## config.mk

```make
export PLATFORM = sky130hd
export DESIGN_NAME = universal_shift_register
export DESIGN_NICKNAME = d
export VERILOG_FILES = /design/src/rtl/universal_shift_register.sv
export SDC_FILE = /design/constraint.sdc
export NUM_CORES = 1
export LEC_CHECK = 0
export ABC_AREA = 1
export CAP_MARGIN = 10
export CORE_AREA = 2 2 39 41
export DETAILED_ROUTE_END_ITERATION = 6
export DIE_AREA = 0 0 41 43
export PLACE_DENSITY = 0.58
export REMOVE_ABC_BUFFERS = 1
export SLEW_MARGIN = 20
export SYNTH_ARGS = -nofsm -noshare
export SYNTH_HDL_FRONTEND = slang
export SYNTH_SLANG_ARGS = --single-unit
```

## constraint.sdc

```tcl
create_clock -name clk -period 0.9 [get_ports clk]
set_clock_uncertainty 0.05 [all_clocks]
set_input_delay 0.18 -clock clk [delete_from_list [all_inputs] [get_ports clk]]
set_output_delay 0.18 -clock clk [all_outputs]
set_load 0.05 [all_outputs]
```

## src/rtl/universal_shift_register.sv

```systemverilog
// Universal DW-bit register: parallel-in/parallel-out, serial-in/parallel-out,
// serial-in/serial-out and parallel-in/serial-out, all sharing one register.
// Serial data enters on inp[DW-1]; serial data leaves on out[0]. Shifting is
// toward the MSB when left_right=0 and toward the LSB when left_right=1.
// Selector codes 4..7 are reserved: the register holds and out reads zero.
module universal_shift_register #(
   parameter int DW = 4
) (
   input  logic          clk,
   input  logic          rst,
   input  logic          enb,
   input  logic          l_s,
   input  logic [DW-1:0] inp,
   input  logic          left_right,
   input  logic [2:0]    selector,
   output logic [DW-1:0] out
);

   localparam logic [2:0] SEL_PIPO = 3'd0;
   localparam logic [2:0] SEL_SIPO = 3'd1;
   localparam logic [2:0] SEL_SISO = 3'd2;
   localparam logic [2:0] SEL_PISO = 3'd3;

   logic [DW-1:0] reg_q;
   logic [DW-1:0] reg_d;
   logic          sin;
   logic          sout;
   logic          fill;
   logic [DW-1:0] shifted;

   assign sin = inp[DW-1];

   // Shift the current contents one place in the requested direction.
   // PISO empties with zeros; the serial-input modes fill from sin.
   always_comb begin
      fill    = (selector == SEL_PISO) ? 1'b0 : sin;
      shifted = reg_q;
      if (left_right) begin
         shifted = {fill, reg_q[DW-1:1]};
      end else begin
         shifted = {reg_q[DW-2:0], fill};
      end
   end

   // Next-state select. Disable wins over every mode; reserved codes and
   // l_s outside PISO leave the register untouched.
   always_comb begin
      reg_d = reg_q;
      if (enb) begin
         case (selector)
            SEL_PIPO: reg_d = inp;
            SEL_SIPO: reg_d = shifted;
            SEL_SISO: reg_d = shifted;
            SEL_PISO: reg_d = l_s ? inp : shifted;
            default:  reg_d = reg_q;
         endcase
      end
   end

   // Storage register; reset clears it without waiting for a clock edge.
   always_ff @(posedge clk or negedge rst) begin
      if (!rst) begin
         reg_q <= '0;
      end else begin
         reg_q <= reg_d;
      end
   end

   // Serial output is the bit about to fall off the end in the current direction.
   always_comb begin
      sout = left_right ? reg_q[0] : reg_q[DW-1];
   end

   // Output view depends only on reg_q, selector and left_right, so there is
   // no combinational path from inp to out.
   always_comb begin
      out = '0;
      case (selector)
         SEL_PIPO: out = reg_q;
         SEL_SIPO: out = reg_q;
         SEL_SISO: out = {{(DW-1){1'b0}}, sout};
         SEL_PISO: out = {{(DW-1){1'b0}}, sout};
         default:  out = '0;
      endcase
   end

endmodule

```

==> summary.md, run 1 <==
| Metric | Value |
|---|---|
| Synth-to-layout area growth | 123.6% |
| Cell variety after synth | 11 |
| Mean Syn Cell Area | 6.001 µm² |
| Die extent in x | 41 µm |
| Top cells by area, synth | dfrtp_1 (31%), nor2_1 (15%), nand3_1 (12%), nand2_1 (12%), inv_1 (9.3%) |
| DR iter-0 viols | 3 |
| Area share of the largest cell type after synthesis | 30.89% |
| Slowest cell on crit path | dfrtp_1 |
| Worst Tran Pin Value | 201.8 ps |
| Capturing point of the worst reg2reg path | reg_q[2] |
| Post-route ant nets | 0 |
| Clock network latency to the later pin of the worst-skew pair | 230 ps |
| Number of antenna diodes | 0 |
| Required time reported for the critical path endpoint | 670 ps |
| Pin count of the biggest net entering global routing | 7 |
| Number of global-route vias before repair | 391 |
| Max clock buf depth | 2 |
| Register with the highest flop count | reg_q |
| Critical path start-end classification | reg -> out |
| DP Cell Count | 92 |
| Final cell count without fillers | 102 |
| Flop and latch count out of synthesis | 4 |
| CTS tree | yes |
| Number of top-level pins | 16 |
| Violated checks | setup timing |
| Cells on worst reg2reg path | 9 |
| Post-Route Hold Slack | 97.35 ps |
| Initial antenna violation count | 0 |
| Reg-to-reg slack, setup | -330 ps |
| Final clock period utilization by the worst path | 156.9% |
| Fraction of layout instances using a drive strength above 1 | 46.51% |
| Post-detailed-routing wire length | 979 µm |
| Unrepaired setup endpoints after global routing | yes |
| Largest registers | reg_q: 4 flops |
| Wire length of the first global-routing pass | 1545 µm |
| Yosys warning count | 0 |
| Crit path largest cell delay | 350 ps |
| Outcome | finished, violations left |
| Max Clk Rate | 708.0 MHz |
| Number of flip-flops in the largest register | 4 |
| Worst path cell trace | inv_2 > a311oi_2 > buf_4 > buf_12 |
| Routability-driven placement congestion ratio | 0.8093 |
| Input/output buffers | 15 |
| Die height | 43 µm |
| Total leakage power | 0.3449 nW |
| H-tree depth | 1 |
| Beginning of the worst register-to-register path | reg_q[3] |
| Per-cell routed wire length | 9.598 µm |
| Final net count | 100 |
| Syn Std Cell Area | 324.1 µm² |
| Peak supply drop | 0.001229 V |
| Minimum clock period after layout | 1412 ps |
| Starting density of the core | 23.42% |
| Share of the yosys chip area belonging to registers | 30.89% |
| CP max FO | 2 |
| Cell row count | 14 |
| Sort of element at the end of the critical path | output port |
| Post-DP HPWL | 706.3 µm |
| Hold violation count in the final report | 0 |
| DRC violation count after routing | 0 |
| Post-synthesis cell type with the largest combined area | dfrtp_1 |
| Die area | 0.001763 mm² |
| Worst slew margin relative to its limit | 86.55% |
| Count of endpoints failing setup in the final report | 8 |
| Overall global routing resource usage | 12.96% |
| Critical Path Source Type | register |
| Endpoint arrival time on the critical path | 1180 ps |
| Number of slew-limit violations in the final report | 0 |
| Sum of overflow across all layers after global routing | 0 |
| Synthesized netlist cell count | 54 |
| HP Class | in -> async |
| Core area | 0.001384 mm² |
| Worst setup timing slack at the placement stage | -716.7 ps |
| Post-layout worst setup margin | -512.4 ps |
| Clock-pin slew of the registers on the worst-case setup and hold paths | 40 ps |
| Pwr Density | 1254 mW/mm² |
| Number of buffers created by CTS | 3 |
| Maximum Capacitance Violations | 0 |
| Clock sink count | 4 |
| Via Count | 447 |
| Number of search-and-repair iterations in the first detailed-routing pass | 2 |
| Final core occ | 52.35% |
| Root buffer cell | clkbuf_4 |
| Number of vias per cell after detailed routing | 4.382 |
## final cells by class
cell class              count  area [µm²]
inverters                   8       30.03
fillers                   136       659.4
repair buffers             29       305.3
clock buffers               3       22.52
well taps                  16       20.02
flip-flops and latches      4       100.1
multi-input cells          42       246.5
## layout by cell type, fill, tap and decap left out, types with 4 or more instances in the layout
cell	netlist	layout
buf_12	0	5
buf_4	0	10
clkdlybuf4s50_1	0	5
dfrtp_1	4	4
inv_1	8	4
inv_2	0	4
nand2_1	10	8
nand3_1	8	6
nor2_1	13	9
nor2_4	1	4
## logic make-up after synthesis
family / after synthesis / synth area share [%]
buffers and inverters: 8 / 9.267
AOI/OAI and AO/OA: 8 / 13.51
and+or+nand+nor: 34 / 46.34
DFF: 4 / 30.89
## where the power goes
part	total (W)	internal (W)	switching (W)
Sequential	0.000227	0.000209	0.0000182
Combinational	0.000460	0.000240	0.000219
Clock	0.000221	0.000149	0.0000722
## layer usage
metal,wire length [µm],GRT usage [%],part of all wire (%),vias to the layer above
li1,-,-,-,236
met1,385,15.48,39,196
met2,532,19.69,54,15
met3,61,7.853,6.2,0
met4,0,2.000,0,0
met5,0,0,0,-
## Yosys cell counts, drive strengths merged
library cell	number
dfrtp	4
o21ai	4
inv	8
a21oi	3
or2	1
nor2	14
nand3	8
a311oi	1
nand2	11
## what timing repair did
action / in CTS / in global routing
hold buffers: 0 / 0
cloned: 0 / 0
pin swaps: 5 / 13
resized for setup: 21 / 16
setup buffers: 3 / 4
setup endpoints to repair: 8 / 8
## critical path: cells and delay by family, from the launching register on
kind / cells / cell delay, ps
flops: 1 / 350
buf+inv: 3 / 330
compound gates: 1 / 260
## metrics by stage
stage	area [µm²]	TNS, ps	power, W
after floorplan	324.1	-2397	0.0003776
after global placement	586.8	-5040	0.0005698
after detailed placement	586.8	-5270	0.0005708
after CTS	674.4	-2156	0.0008466
after global routing	724.4	-2525	0.0009824
final	724.4	-2010	0.0009084
## worst max-delay path by stage
stage | from | endpoint | slack [ps]
3_5_place_dp | selector[1] | out[3] | -720
5_1_grt | reg_q[3] | out[0] | -580
6_report | reg_q[3] | out[0] | -510
3_3_place_gp | selector[1] | out[2] | -680
2_1_floorplan | reg_q[3] | out[0] | -980
4_1_cts | reg_q[3] | out[0] | -520
(Power assumes the default switching activity.)
==> inputs of run 2 (changes only) <==
Settings changed: CELL_PAD_IN_SITES_DETAIL_PLACEMENT set to 1, CELL_PAD_IN_SITES_GLOBAL_PLACEMENT set to 2, CORE_AREA 2 2 39 41 to not set, CORE_MARGIN set to 1.5, CORE_UTILIZATION set to 15, DIE_AREA 0 0 41 43 to not set, PLACE_DENSITY 0.58 to 0.7, SLEW_MARGIN 20 to not set.
==> run 2 against run 1 <==
Net effect:
- the run still ends with setup timing left
- via count up 4.7%
- setup slack improved by 9.6 ps
- cell count is 9.8% higher
- critical path type unchanged
- critical endpoint unchanged
==> summary.md, run 2 (synthesis gave the netlist of run 1 again) <==
| Metric | Value |
|---|---|
| Sort of element at the end of the critical path | output port |
| CP max FO | 2 |
| Via Count | 468 |
| Post-layout worst setup margin | -502.9 ps |
| Slowest cell on crit path | dfrtp_1 |
| Internal power | 0.0005905 W |
| Root buffer cell | clkbuf_4 |
| Pwr Density | 1230 mW/mm² |
| Met2 WL | 703 µm |
| Buffers and inverters on the worst path | 3 |
| Most common cell after layout, fill and taps aside | buf_4 |
| Violated checks | setup timing |
| Overall global routing resource usage | 11.78% |
| Minimum clock period after layout | 1403 ps |
| Cell row count | 16 |
| Count of endpoints failing setup in the final report | 8 |
| Post-detailed-routing wire length | 1297 µm |
| Number of buffers created by CTS | 3 |
| Number of filler cells placed in the layout | 252 |
| Area occupied by multi-input gates | 280.3 µm² |
| Number of search-and-repair iterations in the first detailed-routing pass | 2 |
| P_sw | 0.0003237 W |
| Top Metal Used | met3 |
| DR iter-0 viols | 1 |
| Outcome | finished, violations left |
| Number of antenna diodes | 0 |
| Maximum Capacitance Violations | 0 |
| Area taken by flip-flops and latches | 100.1 µm² |
| Critical path's top delay family | buffers and inverters |
| Leading cell types in the layout, fill and taps excluded | buf_4 (11), nor2_1 (8), nand2_1 (6) |
| Max Clk Rate | 712.8 MHz |
| Clock sink count | 4 |
| H-tree depth | 1 |
| Input/output buffers | 15 |
| Sequential Power Share | 25.1% |
| Required time reported for the critical path endpoint | 670 ps |
| Worst path cell trace | inv_2 > a311oi_2 > buf_4 > buf_12 |
| Clock network latency to the later pin of the worst-skew pair | 230 ps |
| Number of flip-flops in the largest register | 4 |
| Hold violation count in the final report | 0 |
| Sum of overflow across all layers after global routing | 0 |
| Share of power burned in the clock network | 23.8% |
| Worst Tran Pin Value | 225.4 ps |
| Clock-pin slew of the registers on the worst-case setup and hold paths | 40 ps |
| CTS tree | yes |
| Capturing point of the worst reg2reg path | reg_q[1] |
| Initial antenna violation count | 0 |
| Die extent in x | 49.48 µm |
| Post-CTS Hold Fix Bufs | 0 |
| HP Class | in -> async |
| Starting density of the core | 16.19% |
| Core area | 0.002002 mm² |
| Sw Ratio | 35.41% |
| Peak supply drop | 0.001143 V |
| Post-Route Hold Slack | 99.24 ps |
| Crit path to | out[0] |
| Wire length of the first global-routing pass | 2214 µm |
| Reg-to-reg slack, setup | -240 ps |
| Max clock buf depth | 2 |
| Per-cell routed wire length | 11.58 µm |
| Synth-to-layout area growth | 129.3% |
| Number of global-route vias before repair | 502 |
| Gate power share | 51.1% |
| Register with the highest flop count | reg_q |
| Die area | 0.002448 mm² |
| Sum Neg Setup Slack | -2040 ps |
| Critical Path Source Type | register |
| Endpoint arrival time on the critical path | 1170 ps |
| Crit path largest cell delay | 350 ps |
| Unrepaired setup endpoints after global routing | yes |
| Post-route ant nets | 0 |
| Beginning of the worst register-to-register path | reg_q[0] |
| Post-DP HPWL | 975.1 µm |
| Die height | 49.48 µm |
| Final net count | 99 |
| Routed metal-1 wirelength | 523 µm |
| Routability-driven placement congestion ratio | 0.6672 |
| Critical path start-end classification | reg -> out |
| Number of vias per cell after detailed routing | 4.179 |
| Fraction of layout instances using a drive strength above 1 | 57.65% |
| Cells on worst reg2reg path | 6 |
| Startpoint of the worst setup timing path | reg_q[3] |
| Number of slew-limit violations in the final report | 0 |
| Cell depth of the worst setup path | 4 |
| Number of top-level pins | 16 |
| DRC violation count after routing | 0 |
| Worst slew margin relative to its limit | 84.97% |
| Pin count of the biggest net entering global routing | 8 |
| Largest registers | reg_q: 4 flops |
| Total length of routed met3 wires | 70 µm |
| Final clock period utilization by the worst path | 155.9% |
| Total leakage power | 0.3420 nW |
[run 2: routing by layer]
metal / vias to the layer above / track usage, %
met5: - / 0
met4: 0 / 1.389
met3: 0 / 3.939
met2: 15 / 21.62
met1: 216 / 13.54
li1: 237 / -
[run 2: metrics by stage]
step	setup WS, ps	cell area, µm²	utilization [%]	power, W	cells
final	-502.9	743.2	37.13	0.0009142	112
after global routing	-551.3	743.2	37.13	0.0009795	112
after CTS	-488.8	709.4	35.44	0.0008921	111
after detailed placement	-740.3	615.6	30.75	0.0005949	105
after global placement	-710.1	615.6	30.75	0.0005883	105
after floorplan	-977.8	324.1	-	0.0003776	54
[run 2: worst min path at each step]
stage	start	end	slack, ps
4_1_cts	rst	reg_q[1]	100
5_1_grt	rst	reg_q[1]	110
6_report	rst	reg_q[3]	100
3_3_place_gp	rst	reg_q[2]	340
2_1_floorplan	rst	reg_q[0]	-170
3_5_place_dp	rst	reg_q[3]	350
[run 2: repair_timing]
action / 4_1_cts / 5_1_grt
gates cloned: 0 / 0
pin swaps: 13 / 13
setup endpoints to repair: 8 / 8
buffers inserted: 3 / 2
resized for setup: 34 / 13
[run 2: final cells by class]
type / count / share of cell area, %
flip-flops and latches: 4 / 13.47
inverters: 8 / 4.040
multi-input cells: 42 / 37.71
repair buffers: 28 / 37.21
clock buffers: 3 / 3.030
well taps: 27 / 4.545
[run 2: power by group through the flow]
stage,Combinational [W],Clock (W),Sequential (W)
floorplan,0.000156,0,0.000221
global placement,0.000365,0,0.000223
detailed placement,0.000370,0,0.000225
CTS,0.000436,0.000228,0.000228
global route,0.000507,0.000239,0.000233
finish,0.000467,0.000217,0.000230
==> inputs of run 3 (changes only) <==
Settings changed: CORE_UTILIZATION 15 to 17, CTS_BUF_LIST set to sky130_fd_sc_hd__clkbuf_4 sky130_fd_sc_hd__clkbuf_8 sky130_fd_sc_hd__clkbuf_16, PLACE_DENSITY 0.7 to 0.75.
Clock period 0.9 ns to 1.3 ns, I/O delays scaled along.
==> run 3 against run 2 <==
Net effect:
- the flow still finishes with violations (setup timing)
- routed wire length is 8.3% lower
- first-iteration DRC count grew to 5.0 times the previous value
- setup slack better by 370 ps
- critical path depth is 2 higher
- largest cell class is now non-clock buffers
- sequential share of layout area is 1.3 points higher
- core utilization is 1.4 points higher
- cell count is 3.6% lower
- critical endpoint unchanged
- total power is 36% lower
- worst hold slack better by 80 ps
- die area is 11% lower
- register-to-register slack better by 440 ps
==> summary.md, run 3 (synthesis gave the netlist of run 1 again) <==
| Metric | Value |
|---|---|
| Pwr Density | 867.6 mW/mm² |
| Post-detailed-routing wire length | 1189 µm |
| Synth-to-layout area growth | 109.7% |
| Final net count | 97 |
| Unrepaired setup endpoints after global routing | yes |
| Critical Path Source Type | input port |
| Wire length of the first global-routing pass | 1973 µm |
| DRC violation count after routing | 0 |
| Starting density of the core | 18.37% |
| Critical path start-end classification | in -> out |
| Sort of element at the end of the critical path | output port |
| Fraction of layout instances using a drive strength above 1 | 39.76% |
| Clock network latency to the later pin of the worst-skew pair | 230 ps |
| Pin count of the biggest net entering global routing | 7 |
| Max clock buf depth | 2 |
| Startpoint of the worst setup timing path | left_right |
| Final total power | 0.0005894 W |
| Worst slew margin relative to its limit | 85.47% |
| Total leakage power | 0.3144 nW |
| Number of global-route vias before repair | 483 |
| Worst Tran Pin Value | 217.2 ps |
| Number of slew-limit violations in the final report | 0 |
| Post-DP HPWL | 962.1 µm |
| Max Clk Rate | 699.5 MHz |
| Die height | 46.66 µm |
| Final cell count without fillers | 108 |
| Input/output buffers | 15 |
| HP Class | in -> async |
| Sum Neg Setup Slack | -145.8 ps |
| Number of search-and-repair iterations in the first detailed-routing pass | 4 |
| Area occupied by multi-input gates | 231.5 µm² |
| Crit path largest cell delay | 260 ps |
| Count of endpoints failing setup in the final report | 2 |
| Via Count | 456 |
| Number of flip-flops in the largest register | 4 |
| Violated checks | setup timing |
| Post-CTS Hold Fix Bufs | 0 |
| Root buffer cell | clkbuf_4 |
| Cell row count | 15 |
| Hold violation count in the final report | 0 |
| Clock sink count | 4 |
| Post-route cell area | 679.4 µm² |
| DR iter-0 viols | 5 |
| Clock-pin slew of the registers on the worst-case setup and hold paths | 40 ps |
| Reg-to-reg slack, setup | 200 ps |
| Number of top-level pins | 16 |
| DP Cell Count | 102 |
| Capturing point of the worst reg2reg path | reg_q[2] |
| CTS tree | yes |
| Overall global routing resource usage | 13.37% |
| Leading cell types in the layout, fill and taps excluded | nand2_1 (10), buf_4 (10), nor2_1 (9) |
| Die extent in x | 46.66 µm |
| Routability-driven placement congestion ratio | 0.7272 |
| Endpoint arrival time on the critical path | 1120 ps |
| Outcome | finished, violations left |
| Number of antenna diodes | 0 |
| Post-layout worst setup margin | -129.6 ps |
| Sum of overflow across all layers after global routing | 0 |
| Cells on worst reg2reg path | 7 |
| Crit path to | out[0] |
| Maximum Capacitance Violations | 0 |
| Area taken by flip-flops and latches | 100.1 µm² |
| Required time reported for the critical path endpoint | 990 ps |
| Die area | 0.002177 mm² |
| Beginning of the worst register-to-register path | reg_q[3] |
| Initial antenna violation count | 0 |
| Final clock period utilization by the worst path | 110.0% |
| Number of vias per cell after detailed routing | 4.222 |
| Post-placement cell area | 605.6 µm² |
| Post-route ant nets | 0 |
| Minimum clock period after layout | 1430 ps |
| CP max FO | 3 |
| Slowest cell on crit path | dlygate4sd2_1 |
| H-tree depth | 1 |
| Largest registers | reg_q: 4 flops |
| Per-cell routed wire length | 11.01 µm |
| Register with the highest flop count | reg_q |
| Worst path cell trace | dlygate4sd2_1 > inv_2 > a21oi_2 > a311oi_2 > buf_4 > buf_12 |
| Core area | 0.001764 mm² |
| Peak supply drop | 0.0005270 V |
| Number of buffers created by CTS | 3 |
| Final core occ | 38.51% |
| Number of filler cells placed in the layout | 227 |
## run 3: cell types whose count changed in the layout (fill, tap and decap cells not counted), moves of 3 or more
cell     change
nand2_2      -4
nand2_1      +4
o21ai_2      -3
o21ai_0      +4
nand3_2      -5
nand3_1      +5
## run 3: through the flow
| stage | hold slack [ps] | setup WS, ps |
|---|---|---|
| after floorplan | -85.59 | -657.8 |
| after global placement | 425.1 | -411.8 |
| after detailed placement | 425.8 | -427.3 |
| after CTS | 175.9 | -172.9 |
| after global routing | 180.0 | -192.3 |
| final | 179.4 | -129.6 |
## run 3: worst min path at each step
stage / start / endpoint / slack, ps / cells past startpoint
2_1_floorplan: rst / reg_q[0] / -90 / 0
3_3_place_gp: rst / reg_q[2] / 430 / 1
3_5_place_dp: rst / reg_q[2] / 430 / 1
4_1_cts: rst / reg_q[3] / 180 / 1
5_1_grt: rst / reg_q[2] / 180 / 1
6_report: rst / reg_q[3] / 180 / 1
## run 3: worst max-delay path, delay by kind of cell
kind            cells  cell delay (ps)
compound gates      2              230
buf+inv             4              610
## run 3: routing by layer
layer | GRT usage (%) | wire, µm
met5 | 0 | 0
met1 | 13.82 | 505
met4 | 6.667 | 0
met2 | 24.17 | 651
met3 | 3.922 | 33
## run 3: what timing repair did
| item | in CTS | in global routing |
|---|---|---|
| pin swaps | 6 | 1 |
| resized for setup | 20 | 5 |
| endpoints found under the setup margin | 8 | 4 |
| buffers inserted | 2 | 1 |
| endpoints found under the hold margin | 0 | 0 |
## run 3: layout make-up
type	count	area share, %
repair buffers	26	38.86
well taps	25	4.604
flip-flops and latches	4	14.73
clock buffers	3	3.315
inverters	8	4.420
multi-input cells	42	34.07
## run 3: report_power, final
| group | switching (W) | internal [W] | leakage [nW] |
|---|---|---|---|
| Clock | 0.0000475 | 0.000103 | 0.0138 |
| Sequential | 0.0000138 | 0.000145 | 0.0464 |
| Combinational | 0.000142 | 0.000138 | 0.254 |
| Total | 0.000203 | 0.000386 | 0.314 |
